$ cat config.mk
export PLATFORM = sky130hd
export DESIGN_NAME = lcd_sync_rx
export DESIGN_NICKNAME = d
export VERILOG_FILES = /design/src/rtl/lcd_pkg.sv /design/src/rtl/edge_det.sv /design/src/rtl/lcd_sync_rx.sv
export SDC_FILE = /design/constraint.sdc
export NUM_CORES = 1
export LEC_CHECK = 0
export ABC_AREA = 1
export CORE_MARGIN = 2
export CORE_UTILIZATION = 60
export DETAILED_ROUTE_END_ITERATION = 8
export PLACE_DENSITY = 0.85
export RECOVER_POWER = 100
export REMOVE_ABC_BUFFERS = 1
export SYNTH_ARGS = -nofsm -noshare
export SYNTH_HDL_FRONTEND = slang
export SYNTH_SLANG_ARGS = --single-unit
$ cat constraint.sdc
create_clock -name CLK -period 9.6 [get_ports CLK]
set_clock_uncertainty 0.1 [all_clocks]
set_input_delay 1.44 -clock CLK [delete_from_list [all_inputs] [get_ports CLK]]
set_output_delay 1.44 -clock CLK [all_outputs]
set_load 0.02 [all_outputs]
$ cat src/rtl/lcd_pkg.sv
// lcd_pkg: timing defaults shared by the lcd_sync generator and lcd_sync_rx,
// plus the receiver lock FSM state type.
// Ports: none (package).
package lcd_pkg;

  localparam int H_ACTIVE_DEF = 800;   // active pixels per line
  localparam int H_TOTAL_DEF  = 1056;  // pixel ticks per line
  localparam int V_ACTIVE_DEF = 480;   // active lines per frame
  localparam int V_TOTAL_DEF  = 525;   // lines per frame

  typedef enum logic [1:0] {
    SEARCH  = 2'd0,
    MEASURE = 2'd1,
    LOCKED  = 2'd2
  } rx_state_t;

endpackage

$ cat src/rtl/edge_det.sv
// edge_det: one input register stage plus one enabled delay stage; reports
// rise/fall between them, qualified by en.
// Ports: clk, rst (async high), en (delay-stage enable), d -> rise, fall.
module edge_det (
  input  logic clk,
  input  logic rst,
  input  logic en,
  input  logic d,
  output logic rise,
  output logic fall
);

  logic smp;
  logic dly;

  always_ff @(posedge clk or posedge rst) begin
    if (rst) begin
      smp <= 1'b0;
      dly <= 1'b0;
    end else begin
      smp <= d;
      // The delay stage only advances when enabled, so edges are measured
      // between successive enabled samples rather than successive clocks.
      if (en) dly <= smp;
    end
  end

  assign rise = en &  smp & ~dly;
  assign fall = en & ~smp &  dly;

endmodule

$ cat src/rtl/lcd_sync_rx.sv
// lcd_sync_rx: receiving end of the lcd_sync interface. Recovers fila/columna
// from NCLK/HD/VD/DEN, measures line/frame length, reports lock and errors.
// Ports: CLK, RST (async high), NCLK/HD/VD/DEN in; pixel_valid, fila, columna,
// line_start, frame_start, h_meas, v_meas, lock, err_h, err_v out.
module lcd_sync_rx
  import lcd_pkg::*;
#(
  parameter int H_ACTIVE = H_ACTIVE_DEF,
  parameter int H_TOTAL  = H_TOTAL_DEF,
  parameter int V_ACTIVE = V_ACTIVE_DEF,
  parameter int V_TOTAL  = V_TOTAL_DEF
) (
  input  logic        CLK,
  input  logic        RST,
  input  logic        NCLK,
  input  logic        HD,
  input  logic        VD,
  input  logic        DEN,
  output logic        pixel_valid,
  output logic [9:0]  fila,
  output logic [10:0] columna,
  output logic        line_start,
  output logic        frame_start,
  output logic [10:0] h_meas,
  output logic [9:0]  v_meas,
  output logic        lock,
  output logic        err_h,
  output logic        err_v
);

  localparam logic [11:0] H_TOTAL_W = 12'(H_TOTAL);
  localparam logic [10:0] V_TOTAL_W = 11'(V_TOTAL);
  localparam logic [10:0] COL_MAX   = 11'(H_ACTIVE - 1);
  localparam logic [9:0]  ROW_MAX   = 10'(V_ACTIVE - 1);

  logic        pix_tick, hd_fall, vd_fall;
  logic        nclk_fall_unused, hd_rise_unused, vd_rise_unused;
  logic        den_smp;
  logic        tick, hf, vf, de;
  logic [10:0] hcnt, col_cnt;
  logic [9:0]  vcnt, row_cnt;
  logic        col_full, line_den, herr_seen;
  logic [11:0] h_next;
  logic [10:0] v_next;
  logic        active, err_h_now, err_v_now;
  rx_state_t   state, state_nx;

  edge_det u_nclk (.clk(CLK), .rst(RST), .en(1'b1),     .d(NCLK),
                   .rise(pix_tick),       .fall(nclk_fall_unused));
  edge_det u_hd   (.clk(CLK), .rst(RST), .en(pix_tick), .d(HD),
                   .rise(hd_rise_unused), .fall(hd_fall));
  edge_det u_vd   (.clk(CLK), .rst(RST), .en(pix_tick), .d(VD),
                   .rise(vd_rise_unused), .fall(vd_fall));

  // Second pipeline stage: registering the tick-qualified events puts the
  // output pulses exactly two CLK edges after NCLK is first sampled high.
  always_ff @(posedge CLK or posedge RST) begin
    if (RST) begin
      den_smp <= 1'b0;
      tick    <= 1'b0;
      hf      <= 1'b0;
      vf      <= 1'b0;
      de      <= 1'b0;
    end else begin
      den_smp <= DEN;
      tick    <= pix_tick;
      hf      <= hd_fall;
      vf      <= vd_fall;
      de      <= pix_tick & den_smp;
    end
  end

  assign h_next    = {1'b0, hcnt} + 12'd1;
  assign v_next    = {1'b0, vcnt} + 11'd1;
  assign active    = (state != SEARCH);
  // col_full marks that the last legal column was already emitted this line.
  assign err_h_now = active & ((hf & (h_next != H_TOTAL_W)) | (de & col_full));
  assign err_v_now = active & vf & (v_next != V_TOTAL_W);

  always_ff @(posedge CLK or posedge RST) begin
    if (RST) begin
      pixel_valid <= 1'b0;
      fila        <= '0;
      columna     <= '0;
      line_start  <= 1'b0;
      frame_start <= 1'b0;
      h_meas      <= '0;
      v_meas      <= '0;
      err_h       <= 1'b0;
      err_v       <= 1'b0;
      hcnt        <= '0;
      vcnt        <= '0;
      col_cnt     <= '0;
      row_cnt     <= '0;
      col_full    <= 1'b0;
      line_den    <= 1'b0;
      herr_seen   <= 1'b0;
    end else begin
      pixel_valid <= 1'b0;
      line_start  <= hf;
      frame_start <= vf;
      err_h       <= err_h_now;
      err_v       <= err_v_now;

      if (tick && hcnt != 11'h7FF) hcnt <= hcnt + 11'd1;
      if (hf) columna <= '0;
      if (vf) fila    <= '0;

      // Pixel reports the coordinates before this tick's increment.
      if (de) begin
        line_den    <= 1'b1;
        pixel_valid <= active;
        if (active) begin
          fila    <= row_cnt;
          columna <= col_cnt;
        end
        if (col_cnt == COL_MAX) col_full <= 1'b1;
        else                    col_cnt  <= col_cnt + 11'd1;
      end

      if (hf) begin
        h_meas   <= h_next[11] ? 11'h7FF : h_next[10:0];
        hcnt     <= '0;
        col_cnt  <= '0;
        col_full <= 1'b0;
        line_den <= 1'b0;
        if (line_den && row_cnt != ROW_MAX) row_cnt <= row_cnt + 10'd1;
        if (vcnt != 10'h3FF) vcnt <= vcnt + 10'd1;
      end

      // Placed after the HD handling so a coincident VD fall wins.
      if (vf) begin
        v_meas  <= v_next[10] ? 10'h3FF : v_next[9:0];
        vcnt    <= '0;
        row_cnt <= '0;
      end

      if (vf)             herr_seen <= 1'b0;
      else if (err_h_now) herr_seen <= 1'b1;
    end
  end

  always_ff @(posedge CLK or posedge RST) begin
    if (RST) state <= SEARCH;
    else     state <= state_nx;
  end

  always_comb begin
    state_nx = state;
    case (state)
      SEARCH:  if (vf) state_nx = MEASURE;
      MEASURE: if (vf && !err_v_now && !err_h_now && !herr_seen) state_nx = LOCKED;
      LOCKED:  if (err_h_now || err_v_now) state_nx = MEASURE;
      default: state_nx = SEARCH;
    endcase
  end

  always_comb begin
    lock = (state == LOCKED);
  end

endmodule

======== Word level (Yosys, flattened, before mapping) ========
Cells that the tools add are included.
word-level totals
  bits in registers ....................... 105
  bits in latches ......................... 0
  memory bits (writable) .................. 0
  bits in read-only memories .............. 0
  output and inout bits ................... 48
  word-level logic and storage cells ...... 115
  memories kept ........................... 0
operators by class
  add/subtract/negate cells ............... 6
  multiply operators ...................... 0
  divide/modulo/power cells ............... 0
  order comparisons ....................... 0
  equal/unequal tests ..................... 12
  shifts and indexed selects .............. 0
  muxes and demuxes ....................... 31
  bitwise operators ....................... 15
  reductions and logical operators ........ 23
operators by type and width
  operator                 count
  $mux W10                 10
  $mux W11                 9
  $add A11 B1 Y11 const B  2
  $add A10 B1 Y10 const B  2
  $reduce_bool A2 Y1       8
  $add A11 B1 Y12 const B  1
  $ne A12 B11 Y1 const B   1
  $add A10 B1 Y11 const B  1
  $and A1 B1 Y1            11
  $eq A11 B10 Y1 const B   1
  $ne A11 B10 Y1 const B   1
  $ne A11 B11 Y1 const B   1
  $ne A10 B10 Y1 const B   1
  $ne A10 B9 Y1 const B    1
  $mux W1                  8
  $reduce_and A2 Y1        4
  $mux W2                  3
  $ne A2 B2 Y1 const B     3
  $pmux W2 S3              1
  $logic_and A1 B1 Y1      5
  $logic_not A1 Y1         3
  $not A1 Y1               3
  $reduce_and A3 Y1        1
  $eq A2 B1 Y1 const B     1
  other kinds (5)          5

======== Longest topological paths before layout ========
  depth in word-level cells ............... 10
  gate-level depth with buffers ........... 15
  depth with buffers taken out ............ 15

======== Hierarchy ========
A second synthesis with hierarchy kept.
second synthesis, totals
  cells, all modules ...................... 567
  area total of the unflattened synthesis .. 4780.8 µm²
by module, submodules not included
  module       instances  cells an instance  area an instance (µm²)  seq. area each (µm²)
  lcd_sync_rx  1          537                4540.6                  2477.4
  edge_det     3          10                 80.1                    50.0

======== Least setup slack after synthesis ========
Ideal clock, no wire load.
  kind .................................... reg2out
  start point ............................. reg state[0]
  end point ............................... out lock
  data arrival time ....................... 0.701 ns
  required time ........................... 8.060 ns
  setup slack ............................. 7.359 ns
  cell stages (with the launch flop) ...... 2
  path buffers ............................ 0
  cell sequence ........................... dfrtp_1 nor2_1
between the ends
  cells in the longest elaborated chain, start to end .. 1
ends and longest elaborated chain
  element                 RTL line            RTL
  start, declared         lcd_sync_rx.sv:46   rx_state_t state, state_nx;
  start signal, assigned  lcd_sync_rx.sv:145  else state <= state_nx;
  $eq A2 B2 Y1            lcd_sync_rx.sv:159  lock = (state == LOCKED);
  end, declared           lcd_sync_rx.sv:26   output logic lock,
No other way between the ends.

==> flow_metrics.env <==
export IMPL_run_status="finished clean"
export IMPL_grt_pass1_vias=3653
export IMPL_yosysWarnings=0
export IMPL_powerDensity_mw_per_mm2=199
export IMPL_whs_ns=0.290
export IMPL_grt_overflow_total=0
export IMPL_grt_pass1_wl_um=16900
export IMPL_stdcell_area_mm2=0.00550
export IMPL_cts_sinks=105
export IMPL_ant_nets=0
export IMPL_cp_required_ns=9.84
export IMPL_hp_class="register to register"
export IMPL_cts_tree="built"
export IMPL_avgRoutedWirePerCell_um=13.5
export IMPL_grt_setup_unrepaired="no"
export IMPL_postCtsSetupBuffers=0
export IMPL_cp_top_family="buffers and inverters"
export IMPL_drv_cap=0
export IMPL_synth_seq_cells=105
export IMPL_synth_common_cells="dfrtp_1 (105), nand2_1 (94), inv_1 (69)"
export IMPL_fin_nets=610
export IMPL_ctsHtreeMaxLevel=3
export IMPL_synth_top_area_cell="dfrtp_1"
export IMPL_worstSkewPairLatency_ns=0.36
export IMPL_routabilityCongestion=0.879
export IMPL_clkTransAtPathRegs_ns=0.08
export IMPL_setup_ws_ns=6.34
export IMPL_synth_main_ff_cell="dfrtp_1"
export IMPL_setup_viol=0
export IMPL_antenna_found_initial=0
export IMPL_reg2reg_slack_ns=7.00
export IMPL_worstPathCellList="dlygate4sd3_1, clkinvlp_2, buf_4"
export IMPL_cts_resized=0
export IMPL_max_slew_margin=0.313
export IMPL_die_h_um=92.5
export IMPL_synthCells=548
export IMPL_slowest_delay_ns=0.89
export IMPL_yosys_top_cells_area="dfrtp_1 (56%), nand2_1 (7.5%), inv_1 (5.5%)"
export IMPL_cts_buffers=9
export IMPL_fin_crit_sh=0.340
export IMPL_tns_ns=0
export IMPL_drv_slew=0
export IMPL_first_pass_iters=4
export IMPL_io_pins=54
export IMPL_die_area_mm2=0.00855
export IMPL_num_antenna_cells=0
export IMPL_netlist_area_mm2=0.00470
export IMPL_start_util=0.614
export IMPL_synth_top_cell_area_share=0.559
export IMPL_dp_hpwl_um=6650
export IMPL_fmax_mhz=307
export IMPL_floorplan_die_width_um=92.5
export IMPL_hold_buffers=0
export IMPL_end_kind="asynchronous set/reset pin"
export IMPL_core_area_mm2=0.00765
export IMPL_worst_ep_arrival_time_ns=3.50
export IMPL_drc=0
export IMPL_ir_worst_vdd_uv=109
export IMPL_row_count=32
export IMPL_postPlaceCellArea_mm2=0.00531
export IMPL_ys_async_sr_fraction=1.00
export IMPL_critPathKind="input pin to asynchronous set/reset pin"
export IMPL_worst_path_max_fanout=85
export IMPL_final_min_clock_period_ns=3.26
export IMPL_drive_above_1_share=0.0513
export IMPL_synth_edf_count=0
export IMPL_via_count=3788
export IMPL_path_buf_inv=3
export IMPL_via_per_inst=5.37
export IMPL_grt_max_degree=86
export IMPL_root_buffer="clkbuf_8"
export IMPL_crit_path_top_delay_cell="buf_4"
export IMPL_fin_total_pwr_w=0.00109
export IMPL_leakagePower_nw=2.59
export IMPL_dp_slack_ns=6.32
export IMPL_cts_buffer_depth=2
export IMPL_portBuffers=53
export IMPL_crit_path_start_kind="input pin"
export IMPL_yosysSeqAreaShare=0.559
export IMPL_syn_avg_cell_area_um2=8.57
export IMPL_tightest_slew_ns=1.03
export IMPL_synth_cell_type_count=33
export IMPL_syn2layout_area_growth_pct=17.1
export IMPL_drt_initial_drc_count=241
export IMPL_synth_most_common_cell="dfrtp_1"
export IMPL_grt_util_all_layers=0.248
export IMPL_hold_viol=0
export IMPL_routed_wl_um=9540
## layer usage
layer / global-route usage / up-vias / wire length [um]
met1: 0.348 / 1788 / 4360
met2: 0.401 / 101 / 4640
met4: 0.0871 / 0 / 105
met5: 0 / - / 0
met3: 0.0325 / 9 / 426
li1: - / 1890 / -
## through the flow
step,util,std cells
after floorplan,-,534
after global placement,0.694,690
after detailed placement,0.694,690
after CTS,0.721,706
after global routing,0.720,706
final,0.720,706
## power by group
group          total, W  internal [W]  leakage [nW]  switching, W
combinational  0.000257      0.000101          1.11      0.000156
clock          0.000278      0.000135         0.103      0.000143
sequential     0.000557      0.000508          1.38     0.0000495
## final timing paths
kind                       cells after the start    endpoint       start
max in group CLK                               3        lock    state[1]
min reg2reg                                    0  u_nclk.dly  u_nclk.smp
min in group asynchronous                      2     hcnt[5]         RST
max reg2reg                                    7  row_cnt[9]          vf
min                                            0  u_nclk.dly  u_nclk.smp
max                                            3    state[0]         RST
## state kept, by name (all words and copies together) (netlist names), 2 cells and up
| signal | flops |
|---|---|
| hcnt | 11 |
| columna | 11 |
| v_meas | 10 |
| fila | 10 |
| vcnt | 10 |
| col_cnt | 11 |
| state | 2 |
| row_cnt | 10 |
| h_meas | 11 |
## logic make-up (layout without fill, tap and decap cells)
| family | count (synthesis) | in the layout | synth area share |
|---|---|---|---|
| AOI/OAI and AO/OA | 102 | 102 | 0.116 |
| buffers and inverters | 88 | 144 | 0.0714 |
| and+or+nand+nor | 244 | 244 | 0.231 |
| adders and majority gates | 5 | 5 | 0.0133 |
| DFF | 105 | 105 | 0.559 |
| xor gates and xnor gates | 4 | 4 | 0.00906 |
## layout make-up
class,instances,area [um2]
fillers,592,2140
inverters,74,279
multi-input cells,355,1720
well taps,102,128
clock inverters,4,51.3
repair buffers,54,538
clock buffers,12,155
flip-flops and latches,105,2630
## cells in the final DEF, fill, tap and decap left out, types with 3 or more instances in the layout
| cell | netlist | final |
|---|---|---|
| dfrtp_1 | 105 | 105 |
| a21oi_1 | 33 | 33 |
| o22ai_1 | 14 | 14 |
| nor2_1 | 63 | 65 |
| nand2_2 | 7 | 5 |
| o21ai_0 | 46 | 46 |
| clkinv_1 | 3 | 3 |
| nor2_4 | 3 | 3 |
| inv_1 | 69 | 70 |
| nand3_1 | 49 | 49 |
| dlygate4sd3_1 | 0 | 53 |
| ha_1 | 5 | 5 |
| clkbuf_8 | 0 | 11 |
| nor3_1 | 13 | 13 |
| o21ai_1 | 3 | 3 |
| nand4_1 | 4 | 4 |
| nand2_1 | 94 | 96 |
Power figures use the tool's default switching activity.
